===== config.mk =====
export PLATFORM = sky130hd
export DESIGN_NAME = intr_ctrl
export DESIGN_NICKNAME = d
export VERILOG_FILES = /design/src/rtl/intr_ctrl.sv
export SDC_FILE = /design/constraint.sdc
export NUM_CORES = 1
export LEC_CHECK = 0
export CAP_MARGIN = 10
export CORE_UTILIZATION = 48
export CTS_CLUSTER_DIAMETER = 30
export DETAILED_ROUTE_END_ITERATION = 8
export PLACE_DENSITY = 0.87
export SYNTH_ARGS = -nofsm -noshare
export SYNTH_HDL_FRONTEND = slang
export SYNTH_SLANG_ARGS = --single-unit

===== constraint.sdc =====
create_clock -name clk -period 2.04 [get_ports clk]
set_clock_uncertainty 0.2 [all_clocks]
set_input_delay 0.612 -clock clk [delete_from_list [all_inputs] [get_ports clk]]
set_output_delay 0.612 -clock clk [all_outputs]
set_load 0.02 [all_outputs]

===== src/rtl/intr_ctrl.sv =====
// intr_ctrl: edge-detecting, fixed-priority interrupt controller driving INTR/INT_VEC with an ACK/DONE handshake.
// Optional build macro INTR_SYNC_EN inserts a two-flop synchronizer on irq_in ahead of edge detection.
module intr_ctrl #(
  parameter int NUM_SRC = 8,
  parameter int VEC_W   = 3
) (
  input  logic               clk,
  input  logic               rst_n,
  input  logic [NUM_SRC-1:0] irq_in,
  input  logic [NUM_SRC-1:0] irq_mask,
  input  logic               int_ack,
  input  logic               int_done,
  output logic               intr,
  output logic [VEC_W-1:0]   int_vec,
  output logic               int_busy,
  output logic [NUM_SRC-1:0] irq_pend,
  output logic [NUM_SRC-1:0] irq_ovr
);

  typedef enum logic [1:0] {
    IDLE    = 2'd0,
    REQ     = 2'd1,
    SERVICE = 2'd2
  } state_t;

  state_t             state_r;
  state_t             state_nxt_s;
  logic [NUM_SRC-1:0] irq_s;
  logic [NUM_SRC-1:0] irq_prev_r;
  logic [NUM_SRC-1:0] rise_s;
  logic [NUM_SRC-1:0] elig_s;
  logic [NUM_SRC-1:0] clr_s;
  logic [VEC_W-1:0]   win_s;
  logic [VEC_W-1:0]   vec_nxt_s;
  logic               ack_clr_s;

`ifdef INTR_SYNC_EN
  logic [NUM_SRC-1:0] sync1_r;
  logic [NUM_SRC-1:0] sync2_r;

  // Two-flop synchronizer for asynchronous peripheral lines
  always_ff @(posedge clk or negedge rst_n) begin
    if (!rst_n) begin
      sync1_r <= {NUM_SRC{1'b0}};
      sync2_r <= {NUM_SRC{1'b0}};
    end else begin
      sync1_r <= irq_in;
      sync2_r <= sync1_r;
    end
  end
  assign irq_s = sync2_r;
`else
  assign irq_s = irq_in;
`endif

  assign rise_s = irq_s & ~irq_prev_r;
  assign elig_s = irq_pend & irq_mask;
  // One-hot clear of the acknowledged source; applied only on the ACK edge
  assign clr_s  = ack_clr_s ? ({{(NUM_SRC-1){1'b0}}, 1'b1} << int_vec) : {NUM_SRC{1'b0}};

  // Fixed-priority arbiter: scanning downward leaves the lowest eligible index
  always_comb begin
    win_s = {VEC_W{1'b0}};
    for (int i = NUM_SRC - 1; i >= 0; i--) begin
      win_s = elig_s[i] ? VEC_W'(i) : win_s;
    end
  end

  // Next-state, vector latch and ACK-clear decode
  always_comb begin
    state_nxt_s = state_r;
    vec_nxt_s   = int_vec;
    ack_clr_s   = 1'b0;
    case (state_r)
      IDLE: begin
        if (|elig_s) begin
          state_nxt_s = REQ;
          vec_nxt_s   = win_s;
        end else begin
          state_nxt_s = IDLE;
        end
      end
      REQ: begin
        if (int_ack) begin
          state_nxt_s = SERVICE;
          ack_clr_s   = 1'b1;
        end else begin
          state_nxt_s = REQ;
        end
      end
      SERVICE: begin
        if (int_done) begin
          state_nxt_s = IDLE;
        end else begin
          state_nxt_s = SERVICE;
        end
      end
      default: begin
        state_nxt_s = IDLE;
      end
    endcase
  end

  // State register with registered handshake outputs
  always_ff @(posedge clk or negedge rst_n) begin
    if (!rst_n) begin
      state_r  <= IDLE;
      int_vec  <= {VEC_W{1'b0}};
      intr     <= 1'b0;
      int_busy <= 1'b0;
    end else begin
      state_r  <= state_nxt_s;
      int_vec  <= vec_nxt_s;
      intr     <= (state_nxt_s == REQ);
      int_busy <= (state_nxt_s == SERVICE);
    end
  end

  // Edge history, pending and overrun; a fresh rise beats the ACK clear on pending, not on overrun
  always_ff @(posedge clk or negedge rst_n) begin
    if (!rst_n) begin
      irq_prev_r <= {NUM_SRC{1'b0}};
      irq_pend   <= {NUM_SRC{1'b0}};
      irq_ovr    <= {NUM_SRC{1'b0}};
    end else begin
      irq_prev_r <= irq_s;
      irq_pend   <= (irq_pend & ~clr_s) | rise_s;
      irq_ovr    <= (irq_ovr | (rise_s & irq_pend)) & ~clr_s;
    end
  end

endmodule

Word level (Yosys, flattened, before mapping)
Index checks and enable logic that the tools add are counted.

Flip-flop bits (word level): 31. Bits of input ports: 20. Output and inout port bits: 21. Word-level logic and storage cells: 39.

Equality and inequality tests: 4. Shift-type cells: 1. Muxes and demuxes: 15. Bitwise operators: 9. Reduce and logical (&&, ||, !) cells: 3.

Operator list (count): $and 8x8->8 (5); $mux 3 (8); $not 8->8 (2); $or 8x8->8 (2); $mux 8 (1); $reduce_or 8->1 (1); $shl 1x3->8 const A (1); $pmux 2 s3 (1); $eq 2x1->1 const B (2); $eq 2x2->1 const B (2); $mux 2 (2); $mux 1 (3); $logic_not 2->1 (1); $reduce_and 2->1 (1).

Longest topological paths before layout
Gate-level depths: netlist of run 1.

Depth after elaboration: 9. Gate-level depth with buffers: 4. Gate-level depth less buffers: 4.

Worst setup path after synthesis of run 1
OpenSTA, ideal clock, no wires.

Path kind: input-to-reg. Start point: input irq_mask[6]. End point: register int_vec[0]. Library setup time: 0.124 ns. Arrival time: 1.192 ns. Data required time: 1.716 ns. Path slack: 0.524 ns. Stages on the path: 4. Buffers on the path: 0. Path through: a22oi_1 -> nand3_1 -> o211ai_1 -> o2bb2ai_1.

Word-level cells in the longest chain between the ends: 8. Elaborated cells on any way between the ends: 10. Classes of those cells: 7 x mux; 1 x bitwise; 2 x reduce/logical.

Ends and longest elaborated chain: start, declared (RTL line 10) `input logic [NUM_SRC-1:0] irq_mask,`; $and 8x8->8 * (RTL line 57) `assign elig_s = irq_pend & irq_mask;`; $mux 3 (7 in series) (RTL line 65) `win_s = elig_s[i] ? VEC_W'(i) : win_s;`; end signal, assigned (RTL line 108) `int_vec <= {VEC_W{1'b0}};`; end signal, assigned (RTL line 113) `int_vec <= vec_nxt_s;`; end, declared (RTL line 14) `output logic [VEC_W-1:0] int_vec,`.

Mark *: on every way between the ends. The rest lies on a longest branch, timed or not. A chain may end at the register's enable or synchronous reset.

Worst setup path in the final report of run 1
Start point: register irq_pend[0]. End point: output irq_pend[0].

RTL lines: start, declared (RTL line 16) `output logic [NUM_SRC-1:0] irq_pend,`; start signal, assigned (RTL line 123) `irq_pend <= {NUM_SRC{1'b0}};`; start signal, assigned (RTL line 127) `irq_pend <= (irq_pend & ~clr_s) | rise_s;`.

No word-level cell between the ends.

==> summary.md, run 1 <==
| Metric | Value |
|---|---|
| Status | complete, no violations |
| DPL Wire Length | roughly 2200 um |
| Worst hold path class | register to register |
| Switch Pwr | between 0.9 and 1 mW |
| PortBufs | 40 |
| Drt initial violations | 23 |
| Maximum clock path buffer count | 2 |
| Reg clk slew, reported paths | about 0.1 ns |
| Worst hold slack | around 0.32 ns |
| Yosys warns | 0 |
| Mapped Nets | roughly 130 |
| Critical path startpoint category | register |
| Sequential share of power | between 40% and 50% |
| Routed WL | 3000 um |
| FF-to-FF setup slack | 0.41 ns |
| Critical path peak fanout | 5 |
| Die area | between 2000 and 3000 um2 |
| Num rows | 18 |
| P_int | ~1.3 mW |
| Distinct cells, synth | 22 |
| Final net count | around 190 |
| Origin of the critical flop-to-flop path | irq_pend[4] |
| Area delta synth->final | 41.6% |
| Clock power share | between 10% and 20% |
| Synthesized flop and latch total | 31 |
| Switching part of the total power | between 40% and 50% |
| Crit end category | output pin |
| Post-Route Setup TNS | 0 ns |
| Diode count | 0 |
| Path depth of the worst reg2reg path | 5 |
| CORE AREA | approximately 2500 um2 |
| RSZ-0062 raised after global routing | false |
| Rel. slew slack | 74.2% |
| Number of buffers created by CTS | 5 |
| IO Count | 41 |
| CP delay by family, top | flip-flops |
| Critical Path Max Stage Delay | between 0.4 and 0.5 ns |
| Pwr Total | around 2.2 mW |
| Largest net degree at the start of global routing | 32 |
| Via count | approximately 1100 |
| GP Congestion | approximately 0.77 |
| Tightest Pin Transition | 0.387 ns |
| Pre-CTS setup slack | -0.0471 ns |
| Multi-input logic area | about 480 um2 |
| Final number of setup-violating endpoints | 0 |
| Routed vias/inst | 5.46 |
| Hold Path Stages | 1 |
| WP data required | around 1.2 ns |
| Post-synth design cell area | between 1000 and 1500 um2 |
| Final Critical Period | just under 2 ns |
| Logic pwr share | a little over two fifths |
| CP Cell Sequence | dlygate4sd2_1 |
| DRC Markers | 0 |
| Post-synthesis sequential area ratio | 61.6% |
| Routed Antenna Nets | 0 |
| Tcrit/Tclk final | about 95% |
| Grt total ovfl | 0 |
| RR Endpoint | int_vec[0] |
| Drt wl/cell | about 15 um |
| Synth Area per Inst | 11.4 um2 |
| Max H-tree Level | 2 |
| CTS sink cnt | 31 |
| Worst Slack Setup Final | around 0.09 ns |
| Slowest stage cell, crit path | dfrtp_1 |
| Fillers | just under 200 |
| Post-synth top area share | between 60% and 70% |
| Fin. Hold Viols | 0 |
| Critical path class | register to output pin |
| Fmax | ~500 MHz |
| GRT Total Usage | between 20% and 30% |
| Initial antenna violation count | 0 |
| Die Wd | 53.2 um |
| Synth Instances | 111 |
| Post-CTS setup repair buffer count | 0 |
| Max_cap viols | 0 |
| Root buffer cell | clkbuf_4 |
| Vias in the first global route | around 1100 |
| Initial core utilization | 50.9% |
| Buffers and inverters on the worst path | 1 |
| Leak | approximately 0.72 nW |
| 1st-pass router iterations | 4 |
| Skew-Pair Late Insertion Delay | between 0.3 and 0.4 ns |
| CTS tree | done |
| Register area | between 700 and 800 um2 |
| Worst Hold Path EP | state_r[0] |
| Power Density | around 1300 nW/um2 |
| Top cells by area, synth | dfrtp_1 62%, a21oi_1 7.1%, nor2b_1 5.0% |
| Max-slew violations | 0 |
| First-pass GRT wire length | ~4900 um |
| Worst EP arrival | 1.14 ns |
| Die H | roughly 53 um |
| Post-synth top area cell | dfrtp_1 |
| HP Start | state_r[1] |
| Peak VDD IR | 0.00102 V |
| Layout cells sized above 1 | between 10% and 20% |
registers in the layout, indices dropped and copies added, names as in the netlist:
signal,cells
irq_ovr,8
irq_pend,8
irq_prev_r,8
int_vec,3
state_r,2
int_busy,1
intr,1
cells in the mapped netlist:
cell type,count
a31o_2,1
nor2_4,2
nand3_2,2
dfrtp_1,31
a22oi_2,1
nor2_1,4
a21oi_1,18
and2_1,1
nand3b_4,1
inv_1,2
a31oi_1,3
o211ai_1,1
nand3_1,1
a21o_1,8
nand4_1,1
a32o_1,1
nand2_1,16
a211oi_1,2
o21ai_0,1
nor2b_1,10
a22oi_1,3
o2bb2ai_1,1
layout make-up:
class / instances / share of cell area, %
flip-flops and latches: 31 / 43.5
clock inverters: 3 / 0.842
well taps: 30 / 2.10
multi-input cells: 78 / 26.7
inverters: 2 / 0.421
repair buffers: 48 / 24.3
clock buffers: 5 / 2.10
stage by stage:
step                      utilization (%)  instance area [um2]  std cells
after floorplan                         -                 1260        111
after global placement               71.0                 1760        189
after detailed placement             71.0                 1760        189
after CTS                            72.0                 1780        197
after global routing                 72.0                 1780        197
final                                72.0                 1780        197
layer usage:
layer  global-route usage, %  part of all wire, %  vias up
li1                        -                    -      511
met1                    28.2                   41      512
met2                    43.8                   50       45
met3                    8.91                  6.8        8
met4                    10.5                  2.2        0
met5                       0                    0        -
power groups by stage:
stage / logic [mW] / clock network [mW] / registers [mW]
5_1_grt: 1.04 / 0.379 / 0.973
3_5_place_dp: 1.06 / 0 / 0.963
3_3_place_gp: 1.04 / 0 / 0.950
2_1_floorplan: 0.327 / 0 / 1.16
4_1_cts: 0.964 / 0.342 / 0.947
6_report: 0.961 / 0.334 / 0.947
how the worst max path moves through the flow:
stage / depth (start not counted) / end / start / slack, ns
2_1_floorplan: 4 / int_vec[0] / irq_mask[6] / 0.52
3_3_place_gp: 5 / irq_pend[2] / int_ack / -0.002
3_5_place_dp: 5 / int_vec[0] / irq_mask[6] / -0.05
4_1_cts: 1 / int_vec[2] / int_vec[2] / 0.06
5_1_grt: 1 / int_vec[2] / int_vec[2] / 0.009
6_report: 1 / irq_pend[0] / irq_pend[0] / 0.09
kinds of logic (layout without fill, tap and decap cells):
kind of cell | after synthesis | in the layout | share of synthesized area (%)
AOI/OAI and AO/OA | 40 | 40 | 20.6
buffers and inverters | 2 | 58 | 0.596
DFF | 31 | 31 | 61.6
and+or+nand+nor | 38 | 38 | 17.3
worst register-to-register path, stage by stage, from the launching register on:
cell	delay, ns
dfrtp_1	0.40
buf_4	0.15
a22oi_1	0.26
nand3_1	0.16
o211ai_1	0.22
o2bb2ai_1	0.11
cell usage in the layout, fill, tap and decap left out, drive strengths merged:
| master | n |
|---|---|
| nor2b | 10 |
| nand2 | 16 |
| inv | 2 |
| a22oi | 4 |
| dlygate4sd2 | 21 |
| a211oi | 2 |
| a31oi | 3 |
| a21oi | 18 |
| o2bb2ai | 1 |
| nand4 | 1 |
| o21ai | 1 |
| clkinv | 3 |
| o211ai | 1 |
| nand3 | 3 |
| nor2 | 6 |
| nand3b | 1 |
| buf | 8 |
| clkbuf | 5 |
| clkdlybuf4s50 | 19 |
| and2 | 1 |
| a21o | 8 |
| a32o | 1 |
| a31o | 1 |
| dfrtp | 31 |
timing repair:
item                       CTS  global route
setup endpoints to repair   21             0
hold buffers                 0             0
resized for setup           21             0
No activity file was read; power rests on OpenSTA's default activity.
==> inputs of run 2 (changes only) <==
--- a/config.mk
+++ b/config.mk
@@ -7,8 +7,8 @@
 export LEC_CHECK = 0
 export CAP_MARGIN = 10
-export CORE_UTILIZATION = 48
+export CORE_UTILIZATION = 45
 export CTS_CLUSTER_DIAMETER = 30
 export DETAILED_ROUTE_END_ITERATION = 8
-export PLACE_DENSITY = 0.87
+export PLACE_DENSITY = 0.82
 export SYNTH_ARGS = -nofsm -noshare
 export SYNTH_HDL_FRONTEND = slang
==> constraint.sdc (replaced) <==
create_clock -name clk -period 2.15 [get_ports clk]
set_clock_uncertainty 0.2 [all_clocks]
set_input_delay 0.645 -clock clk [delete_from_list [all_inputs] [get_ports clk]]
set_output_delay 0.645 -clock clk [all_outputs]
set_load 0.1 [all_outputs]
==> summary.md, run 2 (same netlist as run 1, synthesis figures left out) <==
| Metric | Value |
|---|---|
| Final Critical Period | roughly 2 ns |
| WP data required | 1.30 ns (+0.07 ns) |
| Num rows | 18 (unchanged) |
| Post-CTS setup repair buffer count | 0 (unchanged) |
| Fmax | ~500 MHz |
| Max H-tree Level | 2 (unchanged) |
| Register area | 776 um2 (unchanged) |
| Final net count | 180 (-3.2%) |
| Initial core utilization | 49.1% (-1.8 points) |
| Multi-input logic area | 477 um2 (unchanged) |
| Path depth of the worst reg2reg path | 4 (-1) |
| FF-to-FF setup slack | 0.58 ns (+0.17 ns) |
| CORE AREA | 2570 um2 (+3.6%) |
| CP delay by family, top | flip-flops |
| Rel. slew slack | 73.2% (-0.98 points) |
| Root buffer cell | clkbuf_4 |
| Layout cells sized above 1 | 22.0% (+8.2 points) |
| Worst EP arrival | 1.16 ns (+0.02 ns) |
| Drt wl/cell | 14.7 um (-3.5%) |
| Vias in the first global route | 1039 (-5.8%) |
| Routed Antenna Nets | 0 (unchanged) |
| CTS tree | done |
| IO Count | 41 (unchanged) |
| DRC Markers | 0 (unchanged) |
| Max_cap viols | 0 (unchanged) |
| Buffers and inverters on the worst path | 1 (unchanged) |
| Die area | 3020 um2 (+6.4%) |
| 1st-pass router iterations | 4 (unchanged) |
| PortBufs | 40 (unchanged) |
| Largest registers | irq_ovr x8, irq_pend x8, irq_prev_r x8 |
| CTS sink cnt | 31 (unchanged) |
| Status | complete, no violations |
| Critical path class | register to output pin |
| Routed WL | 2780 um (-7.4%) |
| Diode count | 0 (unchanged) |
| Skew-Pair Late Insertion Delay | 0.33 ns (about the same) |
| Routed vias/inst | 5.49 (+0.45%) |
| Post-Route Setup TNS | 0 ns (unchanged) |
| RSZ-0062 raised after global routing | false |
| Crit end category | output pin |
| Crit path launch | int_vec[0] |
| Number of buffers created by CTS | 5 (unchanged) |
| Fin. Hold Viols | 0 (unchanged) |
| Post-CTS sizing | 0 (-100%) |
| GP Congestion | 0.787 (+2.9%) |
| Drt initial violations | 18 (-22%) |
| Area delta synth->final | 55.9% |
| Grt total ovfl | 0 (unchanged) |
| CP Cell Sequence | buf_12 |
| Max-slew violations | 0 (unchanged) |
| DPL Wire Length | 2140 um (-3.2%) |
| Critical Path Max Stage Delay | 0.59 ns (+0.15 ns) |
| Fillers | 173 (-12%) |
| Critical path startpoint category | register |
| Critical path capture point | int_vec[0] |
| Worst hold path class | register to register |
| Die Wd | 54.9 um (+3.2%) |
| Critical path peak fanout | 9 (+4) |
| Die H | 54.9 um (+3.2%) |
| Most frequent cells in the layout | 31 x dfrtp_1, 21 x buf_12, 19 x clkdlybuf4s50_1 |
| Reg clk slew, reported paths | 0.08 ns (-0.02 ns) |
| Initial antenna violation count | 0 (unchanged) |
| Tightest Pin Transition | 0.401 ns (+0.0148 ns) |
| CP Depth | 1 (unchanged) |
| Origin of the critical flop-to-flop path | irq_pend[6] |
| Via count | 1037 (-3.6%) |
| Largest net degree at the start of global routing | 32 (unchanged) |
| Slowest stage cell, crit path | dfrtp_1 |
| Maximum clock path buffer count | 2 (unchanged) |
| Tcrit/Tclk final | around 93% |
| Hold-fix buffers, CTS | 0 (unchanged) |
| Final number of setup-violating endpoints | 0 (unchanged) |
| Commonest non-fill, non-tap cell in the layout | dfrtp_1 |
| First-pass GRT wire length | 4570 um (-5.8%) |
| RR Endpoint | intr |
| GRT Total Usage | 22.8% (-2.7 points) |
==> run 2: final cells by class <==
type                            instances  area share (%)
Clock buffer                            6            2.10
Inverter                                2           0.382
Multi-Input combinational cell         78            24.3
Sequential cell                        31            39.5
Tap cell                               30            1.91
Timing Repair Buffer                   42            31.8
==> run 2: worst min-delay path by stage <==
stage	start	endpoint	slack (ns)	cells after the start
floorplan	rst_n	int_busy	0.15	0
global route	state_r[1]	state_r[0]	0.35	1
CTS	state_r[1]	state_r[0]	0.34	1
finish	state_r[1]	state_r[0]	0.33	1
detailed placement	state_r[1]	state_r[0]	0.32	1
global placement	state_r[1]	state_r[0]	0.29	1
==> run 2: worst register-to-register path: stages, from the launching register on <==
cell	delay, ns
dfrtp_1	0.46
a22oi_1	0.35
nand4_1	0.21
nor2_1	0.17
a211oi_1	0.07
==> run 2: stage by stage <==
| step | cell area [um2] | cells | utilization (%) | worst slack [ns] | hold WS [ns] |
|---|---|---|---|---|---|
| floorplan | 1260 | 111 | - | 0.178 | 0.149 |
| global placement | 1920 | 183 | 74.9 | 0.0479 | 0.286 |
| detailed placement | 1920 | 183 | 74.9 | -0.0169 | 0.316 |
| CTS | 1960 | 189 | 76.5 | 0.149 | 0.336 |
| global route | 1960 | 189 | 76.5 | 0.0969 | 0.351 |
| finish | 1960 | 189 | 76.5 | 0.149 | 0.328 |
==> run 2: metal layers <==
| layer | vias up | GRT usage [%] | wire length [um] |
|---|---|---|---|
| met5 | - | 0 | 0 |
| met4 | 0 | 13.3 | 49 |
| met3 | 7 | 6.28 | 163 |
| met2 | 38 | 36.5 | 1410 |
| met1 | 496 | 27.4 | 1150 |
| li1 | 496 | - | - |
Power of run 2 is left out: the tool's default activity adds up to more than one toggle a clock period on the data nets, which glitch-free logic cannot reach.
